===== src/rtl/config_latch_bank_ctrl.sv =====
// Programming controller for a bank of configuration latches.
// Clears the array, then writes one row per din handshake with a
// word-line pulse framed by bit-line setup and hold cycles.
// Ports:
//   clk, reset           clock, synchronous active-high reset
//   start                begin a full programming pass (ignored while busy)
//   din_valid, din       row data offered by the source
//   din_ready            controller accepts din this cycle
//   cfg_reset            latch-array reset pin
//   wl, bl               one-hot word lines, bit-line data
//   busy, done           pass in progress, one-cycle completion pulse
module config_latch_bank_ctrl #(
   parameter int NUM_WL     = 4,
   parameter int NUM_BL     = 8,
   parameter int WL_PULSE   = 2,
   parameter int CLR_CYCLES = 2
) (
   input  logic              clk,
   input  logic              reset,
   input  logic              start,
   input  logic              din_valid,
   input  logic [NUM_BL-1:0] din,
   output logic              din_ready,
   output logic              cfg_reset,
   output logic [NUM_WL-1:0] wl,
   output logic [NUM_BL-1:0] bl,
   output logic              busy,
   output logic              done
);

   localparam int ROW_W = (NUM_WL > 1) ? $clog2(NUM_WL) : 1;
   localparam int CNT_MAX = (WL_PULSE > CLR_CYCLES) ? WL_PULSE : CLR_CYCLES;
   localparam int CNT_W = $clog2(CNT_MAX + 1);

   localparam logic [ROW_W-1:0] LAST_ROW   = ROW_W'(NUM_WL - 1);
   localparam logic [CNT_W-1:0] CLR_LAST   = CNT_W'(CLR_CYCLES);
   localparam logic [CNT_W-1:0] PULSE_LAST = CNT_W'(WL_PULSE);

   typedef enum logic [2:0] {
      IDLE,
      CLEAR,
      WAIT_DATA,
      SETUP,
      PULSE,
      HOLD,
      DONE
   } state_t;

   state_t           state;
   logic [ROW_W-1:0] row;
   logic [CNT_W-1:0] cnt;
   logic [NUM_WL-1:0] row_dec;

   always_comb begin
      row_dec = '0;
      for (int i = 0; i < NUM_WL; i++) begin
         if (row == ROW_W'(i)) row_dec[i] = 1'b1;
      end
   end

   // Outputs are assigned on the edge that enters each state, so every
   // output always reflects the current state with no decode glitches.
   always_ff @(posedge clk) begin
      if (reset) begin
         state     <= IDLE;
         row       <= '0;
         cnt       <= '0;
         din_ready <= 1'b0;
         cfg_reset <= 1'b0;
         wl        <= '0;
         bl        <= '0;
         busy      <= 1'b0;
         done      <= 1'b0;
      end else begin
         unique case (state)
            IDLE: begin
               if (start) begin
                  state     <= CLEAR;
                  row       <= '0;
                  cnt       <= CNT_W'(1);
                  cfg_reset <= 1'b1;
                  busy      <= 1'b1;
               end
            end
            CLEAR: begin
               if (cnt == CLR_LAST) begin
                  state     <= WAIT_DATA;
                  cfg_reset <= 1'b0;
                  din_ready <= 1'b1;
               end else begin
                  cnt <= cnt + 1'b1;
               end
            end
            WAIT_DATA: begin
               if (din_valid) begin
                  state     <= SETUP;
                  bl        <= din;
                  din_ready <= 1'b0;
               end
            end
            SETUP: begin
               state <= PULSE;
               wl    <= row_dec;
               cnt   <= CNT_W'(1);
            end
            PULSE: begin
               if (cnt == PULSE_LAST) begin
                  state <= HOLD;
                  wl    <= '0;
               end else begin
                  cnt <= cnt + 1'b1;
               end
            end
            HOLD: begin
               if (row == LAST_ROW) begin
                  state <= DONE;
                  done  <= 1'b1;
                  bl    <= '0;
               end else begin
                  state     <= WAIT_DATA;
                  row       <= row + 1'b1;
                  din_ready <= 1'b1;
               end
            end
            DONE: begin
               state <= IDLE;
               done  <= 1'b0;
               busy  <= 1'b0;
            end
            default: begin
               state     <= IDLE;
               din_ready <= 1'b0;
               cfg_reset <= 1'b0;
               wl        <= '0;
               bl        <= '0;
               busy      <= 1'b0;
               done      <= 1'b0;
            end
         endcase
      end
   end

endmodule


===== config.mk =====
export PLATFORM = sky130hd
export DESIGN_NAME = config_latch_bank_ctrl
export DESIGN_NICKNAME = d
export VERILOG_FILES = /design/src/rtl/config_latch_bank_ctrl.sv
export SDC_FILE = /design/constraint.sdc
export NUM_CORES = 1
export LEC_CHECK = 0
export BUFFER_PORTS_ARGS = -buffer_cell sky130_fd_sc_hd__buf_2
export CAP_MARGIN = 10
export CORE_MARGIN = 4
export CORE_UTILIZATION = 40
export CTS_CLUSTER_SIZE = 10
export DETAILED_ROUTE_END_ITERATION = 8
export PLACE_DENSITY = 0.68
export SETUP_SLACK_MARGIN = 0.05
export SYNTH_ARGS = -nofsm -noshare
export SYNTH_HDL_FRONTEND = slang
export SYNTH_SLANG_ARGS = --single-unit

===== constraint.sdc =====
create_clock -name clk -period 1.79 [get_ports clk]
set_input_delay 0.179 -clock clk [delete_from_list [all_inputs] [get_ports clk]]
set_output_delay 0.179 -clock clk [all_outputs]
set_load 0.05 [all_outputs]

==> impl_metrics.ini <==
[critical_path]
cp.arrival_ps = 1770
r2r_start = cnt[0]$_SDFFE_PP0P_
worstPathMaxFanout = 7
r2r_slack_ps = 230
critPathLaunch = cnt[0]$_SDFFE_PP0P_
crit_chain = inv_1 > ha_1 > nor4b_1 > a211o_2 > mux2i_1 > nor2_1
rr_worst_depth = 6
crit_required_ps = 1990
crit_buf_inv = 1
endpoint_kind = flip-flop
cp-start-kind = flip-flop
cp_slowest_stage_delay_ps = 360
crit_family = flip-flops
crit_type = flip-flop to flip-flop
cp.depth = 6
slowest_stage = dfxtp_1

[synth]
ys_async_sr_fraction_pct = 0
ys.flop_type = dfxtp_1
synth-edff-count = 0
syn_inst = 131
synth_nets = 148
synth_seq_cells = 23
synth.distinct_cells = 36
synth_top_area_cell = dfxtp_1
ys_seq_area_share_pct = 39.0
ys_warn_count = 0
yosysTopAreaCellShare_pct = 39.0
syn_area_um2 = 1180
synth.avg_cell_area_um2 = 9.01
synthTopCellsByArea = dfxtp_1 39%, nand2b_1 6.4%, ha_1 5.3%

[clocking]
hold_buffers = 0
cts_buffer_depth = 2
htree_levels = 1
tritoncts = yes
clk_pin_slew_ps = 130
cts-root-buf = clkbuf_4
clock_sinks = 23
cts_buffers = 3
clk_latency_ps = 310

[die]
rows = 19
io-pin-count = 28
chipHeight_um = 62.3
core-area_um2 = 2780
initial_utilization_pct = 42.4
die_w_um = 62.3
design.die.area_um2 = 3880

[global_route]
grt_pass1_vias = 939
grt_pass1_wl_um = 4070
grt_start_max_net_pins = 25
grt.overflow.total = 0
track_usage_pct = 12.5
antenna_found_initial = 0

[sta]
skew_ps = 3.38
worst_slack_ps = 226
maxSlewHeadroom_pct = 65.3
final-hold-violation-count = 0
setup_viol = 0
worst_pin_slew_ps = 520
fmax_ghz = 0.639
fin_setup_tns_ps = 0
rsz0062_at_grt = no
period_minus_slack_ps = 1560
period_share_pct = 87.4
slew_violations = 0

[finish]
final_util_pct = 49.2
final_cells = 189
num_antenna_cells = 0
fillerInstances = 272
final_cell_mix = 27 x buf_2, 22 x dfxtp_1, 14 x nor2_1, 12 x nand2b_1, 9 x nand3_1
drive_above_1_share_pct = 31.0
nets = 176
area_growth_pct = 15.9
mostFrequentLayoutCell = buf_2

[power]
finalPower_uw = 897
p_per_area_nw_per_um2 = 656
ir_drop_mv = 0.389
p_leak_uw = 0.000564

[placement]
dp_slack_ps = 222
place_congestion = 0.763
hpwlAfterDp_um = 1700
dp.cells = 184
place.port_buffers = 27

[route]
routed_wl_um = 2280
wire_per_inst_um = 12.1
via_count = 980
vias_per_cell = 5.19
drtIter0Drc = 35
ant_nets = 0
drc = 0
drt_first_pass_iters = 4

[worst_hold_path]
hold_path_class = input pin to flip-flop
hold_path_depth = 3
worstHoldStart = din[6]

[run_status]
status = complete, no violations

[flow_run]
cap_viol_max_count = 0
[logic make-up after synthesis]
| logic type | Yosys count | share of synthesized area (%) |
|---|---|---|
| buffers and inverters | 14 | 7.10 |
| adders and majority gates | 5 | 5.30 |
| and+or+nand+nor | 52 | 26.5 |
| muxes | 2 | 1.80 |
| xor gates and xnor gates | 1 | 0.742 |
| DFF | 23 | 39.0 |
| AOI/OAI and AO/OA | 34 | 19.5 |
[cell usage after synthesis (2+ instances only)]
cell type / n
a22oi_1: 4
nand2b_1: 12
buf_6: 3
inv_1: 4
a31oi_1: 3
nor2_1: 14
ha_1: 5
dfxtp_1: 23
buf_4: 2
o21ai_1: 5
nor2b_1: 2
and4bb_2: 2
clkbuf_1: 3
a21oi_1: 8
nor3_1: 4
nand2_1: 2
nand3_1: 9
o21ai_0: 7
a211oi_1: 2
[worst paths after layout]
path / to
min reg2reg: bl[0]$_SDFFE_PP0P_
min: bl[6]$_SDFFE_PP0P_
max: cnt[1]$_SDFFE_PP0P_
max reg2reg: cnt[1]$_SDFFE_PP0P_
[registers in the layout, indices dropped and copies added (netlist names)]
register   cells
state          3
busy           1
cnt            2
din_ready      1
cfg_reset      1
row            2
bl             8
done           1
wl             4
[area by class of cell]
cell class / instances / area (µm²) / share of cell area [%]
Multi-Input combinational cell: 94 / 636 / 46.5
Timing Repair Buffer: 32 / 185 / 13.5
Clock buffer: 3 / 22.5 / 1.65
Clock inverter: 1 / 5.00 / 0.366
Sequential cell: 23 / 462 / 33.8
Tap cell: 31 / 38.8 / 2.84
Inverter: 5 / 18.8 / 1.37
[worst reg2reg max path: cells and delay by family (launching register included)]
family / cells / cell delay, ps
adders and majority gates: 1 / 290
and+or+nand+nor: 2 / 340
AOI/OAI and AO/OA: 1 / 200
DFF: 1 / 360
muxes: 1 / 200
buffers and inverters: 1 / 60
[timing repair]
action | in CTS | in global routing
setup endpoints to repair | 0 | 7
buffers inserted | 0 | 1
gates resized for setup | 0 | 1
[layer usage]
layer	track usage (%)	part of all wire (%)
met5	0	0
met3	3.60	3.9
met2	20.3	49
met4	5.57	1.2
met1	15.3	46
[where the power goes]
part / leakage [µW] / switching, µW / internal [µW] / total (µW)
clock network: 0.0000177 / 158 / 83.5 / 241
registers: 0.000187 / 15.7 / 523 / 539
logic: 0.000359 / 65.7 / 51.0 / 117
[metrics by stage]
step           area [µm²]  hold slack (ps)
2_1_floorplan        1180              309
3_3_place_gp         1320              395
3_5_place_dp         1320              405
4_1_cts              1350             65.1
5_1_grt              1370             69.3
6_report             1370             78.6
Note: power is estimated with default switching activity, not from simulation.
